===== src/rtl/pdp8_cycle_sequencer_if.sv =====
// Memory request bus between the PDP-8 cycle sequencer and the memory port.
// The sequencer (master) issues requests; the memory (slave) returns the ack.
interface pdp8_cycle_sequencer_if;
    logic       mem_req;
    logic       mem_we;
    logic [1:0] ma_sel;
    logic [1:0] wd_sel;
    logic       mem_ack;

    modport master (
        output mem_req,
        output mem_we,
        output ma_sel,
        output wd_sel,
        input  mem_ack
    );

    modport slave (
        input  mem_req,
        input  mem_we,
        input  ma_sel,
        input  wd_sel,
        output mem_ack
    );
endinterface


===== src/rtl/pdp8_cycle_sequencer.sv =====
// PDP-8 major-state controller: sequences each instruction through the Fetch,
// Defer and Execute memory cycles and drives the datapath strobes.
// Optional build macro PDP8_AUTOINDEX_EN: when defined, auto-index pointers
// (PPIND) are incremented and written back before the effective address is
// used; when undefined, PPIND behaves exactly like IND.
module pdp8_cycle_sequencer (
    input  logic                           clk,
    input  logic                           reset,
    input  logic                           run,
    input  logic                           aand,
    input  logic                           tad,
    input  logic                           isz,
    input  logic                           dca,
    input  logic                           jms,
    input  logic                           jmp,
    input  logic                           iot,
    input  logic                           opr,
    input  logic                           ind,
    input  logic                           ppind,
    input  logic                           md_zero,
    pdp8_cycle_sequencer_if.master         mem,
    output logic                           ld_ir,
    output logic                           ld_md,
    output logic                           inc_md,
    output logic                           inc_pc,
    output logic                           ld_pc,
    output logic                           clr_ac,
    output logic                           exec_stb,
    output logic                           instr_done,
    output logic [3:0]                     state
);

    typedef enum logic [3:0] {
        ST_HALT    = 4'd0,
        ST_FETCH   = 4'd1,
        ST_DECODE  = 4'd2,
        ST_DEFER   = 4'd3,
        ST_AUTOINC = 4'd4,
        ST_AUTOWR  = 4'd5,
        ST_OPRD    = 4'd6,
        ST_EXEC    = 4'd7,
        ST_ISZINC  = 4'd8,
        ST_ISZWR   = 4'd9,
        ST_DCAWR   = 4'd10,
        ST_JMSWR   = 4'd11,
        ST_JUMP    = 4'd12,
        ST_JMSINC  = 4'd13,
        ST_END     = 4'd14
    } state_t;

    state_t state_r;
    state_t state_nxt_s;
    logic   ind_r;
    logic   ack_s;

    // Route a memory-reference instruction to its first execute-phase state.
    // An op class with no memory operand finishes the instruction.
    function automatic state_t dispatch(input logic j_mp, input logic j_ms,
                                        input logic d_ca, input logic operand);
        state_t nxt;
        if (j_mp) begin
            nxt = ST_JUMP;
        end else if (j_ms) begin
            nxt = ST_JMSWR;
        end else if (d_ca) begin
            nxt = ST_DCAWR;
        end else if (operand) begin
            nxt = ST_OPRD;
        end else begin
            nxt = ST_END;
        end
        return nxt;
    endfunction

    // Effective-address source: the pointer loaded into MD when indirect,
    // otherwise the page/offset field of IR.
    function automatic logic [1:0] ea_sel(input logic indirect);
        return indirect ? 2'd2 : 2'd1;
    endfunction

    assign ack_s = mem.mem_ack;
    assign state = state_r;

    // State register and the indirect flag captured in DECODE.
    always_ff @(posedge clk) begin
        if (reset) begin
            state_r <= ST_HALT;
            ind_r   <= 1'b0;
        end else begin
            state_r <= state_nxt_s;
            if (state_r == ST_DECODE) begin
                ind_r <= ind | ppind;
            end else begin
                ind_r <= ind_r;
            end
        end
    end

    // Next-state logic and state-decoded outputs (ack-qualified where noted).
    always_comb begin
        state_nxt_s  = state_r;
        mem.mem_req  = 1'b0;
        mem.mem_we   = 1'b0;
        mem.ma_sel   = 2'd0;
        mem.wd_sel   = 2'd0;
        ld_ir        = 1'b0;
        ld_md        = 1'b0;
        inc_md       = 1'b0;
        inc_pc       = 1'b0;
        ld_pc        = 1'b0;
        clr_ac       = 1'b0;
        exec_stb     = 1'b0;
        instr_done   = 1'b0;
        case (state_r)
            ST_HALT: begin
                state_nxt_s = run ? ST_FETCH : ST_HALT;
            end
            ST_FETCH: begin
                mem.mem_req = 1'b1;
                ld_ir       = ack_s;
                inc_pc      = ack_s;
                state_nxt_s = ack_s ? ST_DECODE : ST_FETCH;
            end
            ST_DECODE: begin
                if (iot | opr) begin
                    state_nxt_s = ST_EXEC;
                end else if (ind | ppind) begin
                    state_nxt_s = ST_DEFER;
                end else begin
                    state_nxt_s = dispatch(jmp, jms, dca, aand | tad | isz);
                end
            end
            ST_DEFER: begin
                mem.mem_req = 1'b1;
                mem.ma_sel  = 2'd1;
                ld_md       = ack_s;
                if (!ack_s) begin
                    state_nxt_s = ST_DEFER;
`ifdef PDP8_AUTOINDEX_EN
                end else if (ppind) begin
                    state_nxt_s = ST_AUTOINC;
`endif
                end else begin
                    state_nxt_s = dispatch(jmp, jms, dca, aand | tad | isz);
                end
            end
`ifdef PDP8_AUTOINDEX_EN
            ST_AUTOINC: begin
                inc_md      = 1'b1;
                state_nxt_s = ST_AUTOWR;
            end
            ST_AUTOWR: begin
                mem.mem_req = 1'b1;
                mem.mem_we  = 1'b1;
                mem.ma_sel  = 2'd1;
                mem.wd_sel  = 2'd0;
                if (ack_s) begin
                    state_nxt_s = dispatch(jmp, jms, dca, aand | tad | isz);
                end else begin
                    state_nxt_s = ST_AUTOWR;
                end
            end
`endif
            ST_OPRD: begin
                mem.mem_req = 1'b1;
                mem.ma_sel  = ea_sel(ind_r);
                ld_md       = ack_s;
                if (!ack_s) begin
                    state_nxt_s = ST_OPRD;
                end else if (isz) begin
                    state_nxt_s = ST_ISZINC;
                end else begin
                    state_nxt_s = ST_EXEC;
                end
            end
            ST_EXEC: begin
                exec_stb    = 1'b1;
                state_nxt_s = ST_END;
            end
            ST_ISZINC: begin
                inc_md      = 1'b1;
                state_nxt_s = ST_ISZWR;
            end
            ST_ISZWR: begin
                mem.mem_req = 1'b1;
                mem.mem_we  = 1'b1;
                mem.ma_sel  = ea_sel(ind_r);
                mem.wd_sel  = 2'd0;
                inc_pc      = ack_s & md_zero;
                state_nxt_s = ack_s ? ST_END : ST_ISZWR;
            end
            ST_DCAWR: begin
                mem.mem_req = 1'b1;
                mem.mem_we  = 1'b1;
                mem.ma_sel  = ea_sel(ind_r);
                mem.wd_sel  = 2'd1;
                clr_ac      = ack_s;
                state_nxt_s = ack_s ? ST_END : ST_DCAWR;
            end
            ST_JMSWR: begin
                mem.mem_req = 1'b1;
                mem.mem_we  = 1'b1;
                mem.ma_sel  = ea_sel(ind_r);
                mem.wd_sel  = 2'd2;
                ld_pc       = ack_s;
                state_nxt_s = ack_s ? ST_JMSINC : ST_JMSWR;
            end
            ST_JUMP: begin
                mem.ma_sel  = ea_sel(ind_r);
                ld_pc       = 1'b1;
                state_nxt_s = ST_END;
            end
            ST_JMSINC: begin
                inc_pc      = 1'b1;
                state_nxt_s = ST_END;
            end
            ST_END: begin
                instr_done  = 1'b1;
                state_nxt_s = run ? ST_FETCH : ST_HALT;
            end
            default: begin
                state_nxt_s = ST_HALT;
            end
        endcase
    end

endmodule


===== src/flat_wrapper.sv =====
// flat-port wrapper written by rule: the top's interface ports become plain ports
module pdp8_cycle_sequencer_flat 
  (clk, reset, run, aand, tad, isz, dca, jms, jmp, iot, opr, ind, ppind, md_zero, ld_ir, ld_md, inc_md, inc_pc, ld_pc, clr_ac, exec_stb, instr_done, state, mem_mem_req, mem_mem_we, mem_ma_sel, mem_wd_sel, mem_mem_ack);
  pdp8_cycle_sequencer_if mem_i ();
  input  logic clk;
  input  logic reset;
  input  logic run;
  input  logic aand;
  input  logic tad;
  input  logic isz;
  input  logic dca;
  input  logic jms;
  input  logic jmp;
  input  logic iot;
  input  logic opr;
  input  logic ind;
  input  logic ppind;
  input  logic md_zero;
  output logic ld_ir;
  output logic ld_md;
  output logic inc_md;
  output logic inc_pc;
  output logic ld_pc;
  output logic clr_ac;
  output logic exec_stb;
  output logic instr_done;
  output logic [3:0] state;
  output wire logic [$bits(mem_i.mem_req)-1:0] mem_mem_req;
  output wire logic [$bits(mem_i.mem_we)-1:0] mem_mem_we;
  output wire logic [$bits(mem_i.ma_sel)-1:0] mem_ma_sel;
  output wire logic [$bits(mem_i.wd_sel)-1:0] mem_wd_sel;
  input wire logic [$bits(mem_i.mem_ack)-1:0] mem_mem_ack;
  assign mem_mem_req = mem_i.mem_req;
  assign mem_mem_we = mem_i.mem_we;
  assign mem_ma_sel = mem_i.ma_sel;
  assign mem_wd_sel = mem_i.wd_sel;
  assign mem_i.mem_ack = mem_mem_ack;
  pdp8_cycle_sequencer u_core (.clk(clk), .reset(reset), .run(run), .aand(aand), .tad(tad), .isz(isz), .dca(dca), .jms(jms), .jmp(jmp), .iot(iot), .opr(opr), .ind(ind), .ppind(ppind), .md_zero(md_zero), .mem(mem_i), .ld_ir(ld_ir), .ld_md(ld_md), .inc_md(inc_md), .inc_pc(inc_pc), .ld_pc(ld_pc), .clr_ac(clr_ac), .exec_stb(exec_stb), .instr_done(instr_done), .state(state));
endmodule

===== config.mk =====
export PLATFORM = sky130hd
export DESIGN_NAME = pdp8_cycle_sequencer_flat
export DESIGN_NICKNAME = d
export VERILOG_FILES = /design/src/rtl/pdp8_cycle_sequencer_if.sv /design/src/rtl/pdp8_cycle_sequencer.sv /design/src/flat_wrapper.sv
export SDC_FILE = /design/constraint.sdc
export NUM_CORES = 1
export LEC_CHECK = 0
export ABC_AREA = 1
export CORE_MARGIN = 8
export CORE_UTILIZATION = 40
export DETAILED_ROUTE_END_ITERATION = 6
export GPL_TIMING_DRIVEN = 0
export PLACE_DENSITY_LB_ADDON = 0.12
export RECOVER_POWER = 25
export SLEW_MARGIN = 0
export SYNTH_ARGS = -nofsm -noshare
export SYNTH_HDL_FRONTEND = slang
export SYNTH_SLANG_ARGS = --single-unit

===== constraint.sdc =====
create_clock -name clk -period 2.1 [get_ports clk]
set_input_delay 0.21 -clock clk [delete_from_list [all_inputs] [get_ports clk]]
set_output_delay 0.21 -clock clk [all_outputs]
set_load 0.05 [all_outputs]

[After elaboration in Yosys (flattened, before gate mapping)]
Index checks and enable logic that the tools add are counted.
Cells by class
  multiplexer cells: 28
  reduce and logical (&&, ||, !) cells: 7
  bitwise gates (word level): 5
  equality and inequality tests: 12
Operators with widths (count)
  $pmux W4 S10: 1
  $mux W4: 9
  $eq A4 B4 Y1 const B: 7
  $mux W1: 9
  $mux W3: 3
  $eq A4 B2 Y1 const B: 2
  $eq A4 B3 Y1 const B: 2
  $pmux W2 S2: 2
  $reduce_or A3 Y1: 2
  $reduce_or A6 Y1: 1
  $reduce_or A5 Y1: 1
  $eq A4 B1 Y1 const B: 1
  $logic_not A4 Y1: 1
  $mux W2: 2
  $or A1 B1 Y1: 4
  $reduce_or A2 Y1: 2
  $pmux W1 S3: 1
  $pmux W1 S2: 1
  $and A1 B1 Y1: 1
Word-level totals
  word-level logic and storage cells: 54
  register bits: 5
  output and inout port bits: 18
  input bits: 15

[Depth between registers and ports, before layout]
Gate-level depths: netlist of the first run.
  depth after elaboration: 9
  mapped depth: 9
  mapped depth without buffers: 9

[Worst setup path before layout of the first run]
OpenSTA, ideal clock, no wires.
  path kind: reg2out
  start: register u_core.state_r[1], in the netlist u_core.state[1]
  end: output port mem_ma_sel[0]
  stages on the path, launching flop included: 7
  data arrival time: 2.662 ns
  data required time: 1.890 ns
  buffers on the path: 0
  path slack: -0.772 ns
  cell sequence: dfxtp_1 -> nor2_1 -> nor2_1 -> nor2_1 -> nand2_1 -> inv_1 -> o22ai_1
On the way
  cells in the longest elaborated chain, start to end: 3
  elaborated cells on any way between the ends: 8
  those cells by class: 6 x eq/ne; 1 x mux; 1 x reduce/logical
Ends and longest elaborated chain
  start, declared: RTL line pdp8_cycle_sequencer.sv:51  | state_t state_r;
  start signal, assigned: RTL line pdp8_cycle_sequencer.sv:90  | state_r <= state_nxt_s;
  $eq A4 B4 Y1 / $eq A4 B3 Y1 (equally long branches): RTL line pdp8_cycle_sequencer.sv:114  | case (state_r)
  $reduce_or A5 Y1 (no source line)
  $pmux W2 S2 (*): RTL line pdp8_cycle_sequencer.sv:114
  end, declared: RTL line flat_wrapper.sv:30  | output wire logic [$bits(mem_i.ma_sel)-1:0] mem_ma_sel;
Mark *: on every way between the ends. The rest lies on a longest branch, timed or not.

[Final worst setup path of the first run]
  start: register u_core.state_r[3], in the netlist u_core.state[3]
  end: output port mem_mem_we
On the way
  cells in the longest elaborated chain, start to end: 3
  elaborated cells on any way between the ends: 5
  those cells by class: 3 x eq/ne; 1 x mux; 1 x reduce/logical
Ends and longest elaborated chain
  $eq A4 B4 Y1: RTL line pdp8_cycle_sequencer.sv:114
  $reduce_or A3 Y1 (no source line) (*)
  $mux W1 (*): RTL line pdp8_cycle_sequencer.sv:114
  end, declared: RTL line flat_wrapper.sv:29  | output wire logic [$bits(mem_i.mem_we)-1:0] mem_mem_we;
Marked as above.

==> impl_results.md, run 1 <==
- Worst Path Arrival: 1.82 ns
- Final antenna-violating net count: 0
- Worst path cell trace: nand2_2 -> nor2_4 -> clkdlybuf4s50_1
- Clk root buf: clkbuf_4
- Clock-pin slew on the worst setup and hold paths: approximately 0.05 ns
- Final nets: approximately 170
- Routability cong.: roughly 0.95
- Vias per inst: ~4.9
- Rel. slew slack: 0.661
- Worst path max stage delay: approximately 0.80 ns
- Area contributors post-synth: nand2_1 25%, dfxtp_1 17%, nor2_1 17%
- Warnings from Yosys: 0
- PD cells: around 560 nW/um2
- RSZ-0062 raised after global routing: false
- Post-synthesis cell type with the largest combined area: nand2_1
- Final instance area: 975 um2
- Critical path capture point type: output pin
- CP Buf/Inv Count: 1
- Pleak: around 0.57 nW
- Switch Pwr: 0.000267 W
- GRT Residual Overflow: 0
- Seq pwr share: 0.245
- Kind of critical path: reg2out
- Drt total wl: 1.95 mm
- Mapped Avg Cell Area: just under 5 um2
- Post-synth EDFFs: 0
- Fmax: a little under 0.5 GHz
- Initial DRC count: 24
- Area grow syn2layout: 65.7%
- Initial antenna violation count: 0
- Critical-path top delay cell: clkdlybuf4s50_1
- CTS tree: yes
- Clock power share: 0.211
- IO buf count: 32
- Routed WL per cell: between 10 and 15 um
- Worst min path class: reg2reg
- R2R setup slack: 0.72 ns
- Post-DP HPWL: approximately 1.6 mm
- DRC viols: 0
- Largest net degree at the start of global routing: 11
- Setup bufs post-CTS: 0
- Starting density of the core: 0.409
- Worst-skew pair later-pin latency: around 0.24 ns
- N_diodes: 0
- Seq/Total Area, Yosys: 0.170
- Post-synthesis async set-or-reset flop share: 0
- Main synth FF type: dfxtp_1
- Max VDD drop: 0.000330 V
- Rows: 14
- Net Sw Frac: 0.488
- First-pass GRT wire length: between 3 and 4 mm
- Hold Fails Final Rpt: 0
- DR pass1 iterations: 4
- Synthesized instance count: between 100 and 150
- Crit start category: flip-flop
- Max clock buf depth: 2
- Final slew viol count: 0
- Die W: roughly 54 um
- DR vias: roughly 860
- CTS Sinks: 5
- CTS Buf Count: 3
- Post-synth cell types: 17
- Logic pwr share: 0.544
- Min cycle time layout: 2.03 ns
- Int Power: ~0.00028 W
- Max-cap violations: 0
- Fin crit share: 0.966
- Core area: ~1400 um2
- Net count after synthesis: ~140
- CTS H-Tree Depth: 1
- Yosys reg bits: 5
- WP data required: around 1.9 ns
- Die Span Y: 54.3 um
- Worst Max-Slew Pin Slew: slightly above 0.5 ns
- CP delay by family, top: buffers and inverters
- Final total power: between 0.0005 and 0.0006 W
- Mapped Area: 588 um2
- Hold-fix buffers, CTS: 0
- Hold WS: 0.582 ns
- Number of global-route vias before repair: a little over 800
- Status: finished, final reports clean
- Placed inst area: 957 um2
- Final Setup Violations: 0
- Most numerous cell in the Yosys netlist: nand2_1
- Post-synth top area share: 0.249
- All-layer global routing usage: 0.135
- IO Pins: 33
- Layout cells sized above 1: 0.101
- Die footprint: just under 3000 um2
- Critical path fanouts, max: 8
- Leading post-synthesis cells by instance count: 39 x nand2_1, 26 x nor2_1, 20 x inv_1
- Clock Skew: ~0.0065 ns
## power by group through the flow
stage	registers (W)	clock network (W)	logic (W)
2_1_floorplan	0.000164	0	0.000171
3_3_place_gp	0.000134	0	0.000305
3_5_place_dp	0.000135	0	0.000306
4_1_cts	0.000133	0.000113	0.000298
5_1_grt	0.000136	0.000121	0.000322
6_report	0.000134	0.000115	0.000298
## final timing paths
path	startpoint	endpoint	cells past startpoint
worst max-delay path	u_core.state[3]	mem_mem_we	3
worst min-delay path	u_core.ind_r	u_core.ind_r	2
worst max register to register	u_core.state[2]	u_core.state[0]	9
worst min register to register	u_core.ind_r	u_core.ind_r	2
## cell type report
type | count | area [um2]
Buffer | 1 | 3.75
Clock buffer | 4 | 26.3
Fill cell | 150 | 462
Inverter | 22 | 82.6
Multi-Input combinational cell | 94 | 433
Sequential cell | 5 | 100
Tap cell | 16 | 20.0
Timing Repair Buffer | 32 | 309
## state kept, by name (all words and copies together), names as in the netlist
signal        count
u_core.ind_r      1
u_core.state      4
## cell families after synthesis
logic type	share of synthesized area
buffers and inverters	0.147
and+or+nand+nor	0.583
DFF	0.170
AOI/OAI and AO/OA	0.100
## metrics by stage
| step | TNS [ns] | instances | setup WS [ns] | utilization |
|---|---|---|---|---|
| 4_1_cts | 0 | 174 | 0.0195 | 0.677 |
| 6_report | 0 | 174 | 0.0704 | 0.679 |
| 3_3_place_gp | -0.767 | 170 | -0.258 | 0.666 |
| 5_1_grt | 0 | 174 | 0.00308 | 0.679 |
| 2_1_floorplan | -0.134 | 122 | -0.0827 | - |
| 3_5_place_dp | -0.757 | 170 | -0.251 | 0.666 |
## layout by cell type (no fill, tap or decap)
cell,Yosys,final
inv_1,20,21
clkbuf_1,1,2
o22ai_2,0,1
dlygate4sd2_1,0,6
clkdlybuf4s15_2,0,1
inv_2,2,1
nor2_1,26,24
clkdlybuf4s15_1,0,2
o21ai_0,5,5
clkbuf_4,0,3
dfxtp_1,5,5
nand4_1,1,1
a21oi_1,3,3
clkbuf_2,0,2
nor3_1,1,1
nor2_4,0,1
dlymetal6s2s_1,0,2
nand2_1,39,39
nand2_2,2,2
o31ai_1,1,1
nor4_4,0,1
o21ai_1,1,1
nand3_1,10,10
nor2_2,3,4
clkdlybuf4s50_1,0,19
## repair_timing
item,4_1_cts,5_1_grt
endpoints found under the setup margin,11,7
gates resized for setup,13,9
endpoints found under the hold margin,0,0
gates cloned,0,0
## worst register-to-register path: stages, from the launching register on
cell     delay [ns]
dfxtp_1        0.46
inv_1          0.14
nand2_2        0.16
inv_1          0.10
nand2_1        0.09
nand2_1        0.05
nor2_1         0.08
nand2_1        0.07
nor2_1         0.08
nor2_1         0.04
## layer usage
layer	vias to the layer above	global-route usage	share of wire
met5	-	0	0
li1	448	-	-
met3	2	0.0245	0.079
met2	33	0.269	0.48
met4	0	0.0246	0.0031
met1	374	0.144	0.44
(Power assumes the default switching activity.)
==> run 2, diff against run 1 <==
--- a/config.mk
+++ b/config.mk
@@ -12,6 +12,7 @@
 export GPL_TIMING_DRIVEN = 0
 export PLACE_DENSITY_LB_ADDON = 0.12
 export RECOVER_POWER = 25
+export SKIP_LAST_GASP = 1
 export SLEW_MARGIN = 0
 export SYNTH_ARGS = -nofsm -noshare
 export SYNTH_HDL_FRONTEND = slang
==> constraint.sdc (replaced) <==
create_clock -name clk -period 2.4 [get_ports clk]
set_input_delay 0.24 -clock clk [delete_from_list [all_inputs] [get_ports clk]]
set_output_delay 0.24 -clock clk [all_outputs]
set_load 0.05 [all_outputs]
==> run 2 against run 1 <==
Global-route usage fell by 0.67 points. Design area fell by 0.13%. Clock power fell by 15%. Register-to-register slack improved by 0.33 ns. Via count fell by 3.0%. Sequential cell count did not move. Clock skew fell by 0.0058 ns. Routed wire length rose by 3.3%. Worst hold slack got worse by 0.0050 ns. Core utilization fell by 0.087 points. Clock-buffer cell count did not move. Sequential power fell by 14%.
==> impl_results.md, run 2 (same netlist as run 1, synthesis figures left out) <==
- Status: finished, final reports clean
- Max VDD drop: 0.000363 V
- Hold WS: between 0.5 and 0.6 ns
- Min cycle time layout: around 2.3 ns
- Critical path fanouts, max: 10
- Core area: ~1400 um2
- R2R cell count: 9
- Crit path top cell by count: clkdlybuf4s50_1
- CTS Sinks: 5
- Hold Path Depth: 2
- Pleak: around 0.56 nW
- Reg2reg start: u_core.state[2]
- Crit start category: primary input
- Fin util: 0.678
- Rel. slew slack: 0.653
- Die Span Y: between 50 and 60 um
- Drt total wl: about 2.0 mm
- Clk root buf: clkbuf_4
- First-pass GRT wire length: approximately 3 mm
- Worst min path class: reg2reg
- Initial DRC count: 43
- Final total power: roughly 0.00047 W
- Worst path cell trace: clkdlybuf4s50_1 -> clkbuf_1 -> nand2_1 -> inv_1 -> clkdlybuf4s50_1
- Routed WL per cell: ~12 um
- Clock Skew: just under 0.0007 ns
- Most frequent cells in the layout: 39 x nand2_1, 28 x clkdlybuf4s50_1, 26 x nor2_1
- Post-DP HPWL: around 1.7 mm
- Top routing layer used: met4
- Max clock buf depth: 2
- Final antenna-violating net count: 0
- Final Setup Violations: 0
- All-layer global routing usage: 0.129
- Fin cells: ~170
- Largest register FFs: 4
- Clock-pin slew on the worst setup and hold paths: 0.04 ns
- Critical-path top delay cell: clkdlybuf4s50_1
- Worst Path Arrival: 2.08 ns
- Hold Fails Final Rpt: 0
- CTS H-Tree Depth: 1
- Final nets: between 150 and 200
- DR WL met3: between 100 and 150 um
- Area grow syn2layout: 65.5%
- Hold EP: u_core.ind_r
- Layout cells sized above 1: 0.0759
- Hold-fix buffers, CTS: 0
- Max-cap violations: 0
- Routability cong.: roughly 0.9
- Die W: around 54 um
- GRT Residual Overflow: 0
- Placed cells: 170
- CP delay by family, top: buffers and inverters
- Number of global-route vias before repair: between 700 and 800
- Kind of critical path: in2out
- Largest net degree at the start of global routing: 11
- Fin crit share: 0.966
- WL met1: 880 um
- DRC viols: 0
- Rows: 14
- R2R setup slack: 1.05 ns
- R2r endpoint: u_core.state[0]
- CP Buf/Inv Count: 4
- Most common cell after layout, fill and taps aside: nand2_1
- DR vias: 831
- Hold path startpoint: u_core.ind_r
- CTS Buf Count: 3
- DR pass1 iterations: 4
- N_diodes: 0
- Worst path max stage delay: ~0.79 ns
- Initial antenna violation count: 0
- Worst Max-Slew Pin Slew: around 0.52 ns
- Starting density of the core: 0.409
- IO buf count: 32
- PD cells: ~490 nW/um2
- Total negative slack: 0 ns
- Die footprint: between 2000 and 3000 um2
- Vias per inst: 4.78
- Worst-skew pair later-pin latency: about 0.24 ns
- RSZ-0062 raised after global routing: false
- Met2 Routed Length: slightly below 1 mm
- Critical path capture point type: output pin
- Final slew viol count: 0
- WP data required: ~2.2 ns
- Crit path from: mem_mem_ack
- CTS tree: yes
- Setup bufs post-CTS: 0
- IO Pins: 33
- Fmax: 0.431 GHz
==> run 2: changes by cell type in the layout (fill, tap and decap cells not counted), sizes merged <==
cell and delta:
clkdlybuf4s15 -3, dlymetal6s2s +1, clkdlybuf4s50 +9, clkbuf -2, dlygate4sd2 -5
==> run 2: cell type report <==
cell class	count	area [um2]
tap	16	20.0
buffer	1	3.75
clock buffer	4	26.3
inverter	22	82.6
sequential	5	100
fill	152	463
multi-input combinational	94	414
timing repair buffer	32	327
==> run 2: tightest hold or removal path: stages, from the launching register on <==
cell     delay [ns]
dfxtp_1        0.32
o21ai_0        0.16
a21oi_1        0.04
==> run 2: repair_timing <==
item	in CTS	in global routing
gates resized for setup	1	3
gates cloned	0	0
setup endpoints to repair	1	3
==> run 2: layer usage <==
metal / GRT usage / vias up
met5: 0 / -
met4: 0.0410 / 0
met3: 0.0190 / 2
met2: 0.231 / 25
met1: 0.152 / 354
li1: - / 450
==> run 2: how the worst max path moves through the flow <==
| stage | endpoint | slack [ns] | cells past startpoint |
|---|---|---|---|
| 2_1_floorplan | mem_ma_sel[0] | 0.07 | 6 |
| 3_3_place_gp | ld_md | -0.03 | 5 |
| 3_5_place_dp | ld_md | -0.04 | 5 |
| 4_1_cts | mem_ma_sel[0] | 0.02 | 8 |
| 5_1_grt | mem_mem_req | 0.003 | 5 |
| 6_report | ld_ir | 0.08 | 5 |
==> run 2: through the flow <==
stage | worst slack (ns) | cell area, um2
2_1_floorplan | 0.0743 | 603
3_3_place_gp | -0.0325 | 943
3_5_place_dp | -0.0405 | 943
4_1_cts | 0.0198 | 968
5_1_grt | 0.00265 | 973
6_report | 0.0813 | 973
==> run 2: report_power, final <==
part | internal, W | total (W) | switching, W
Combinational | 0.0000909 | 0.000261 | 0.000170
Sequential | 0.0000950 | 0.000115 | 0.0000200
Clock | 0.0000629 | 0.0000982 | 0.0000353
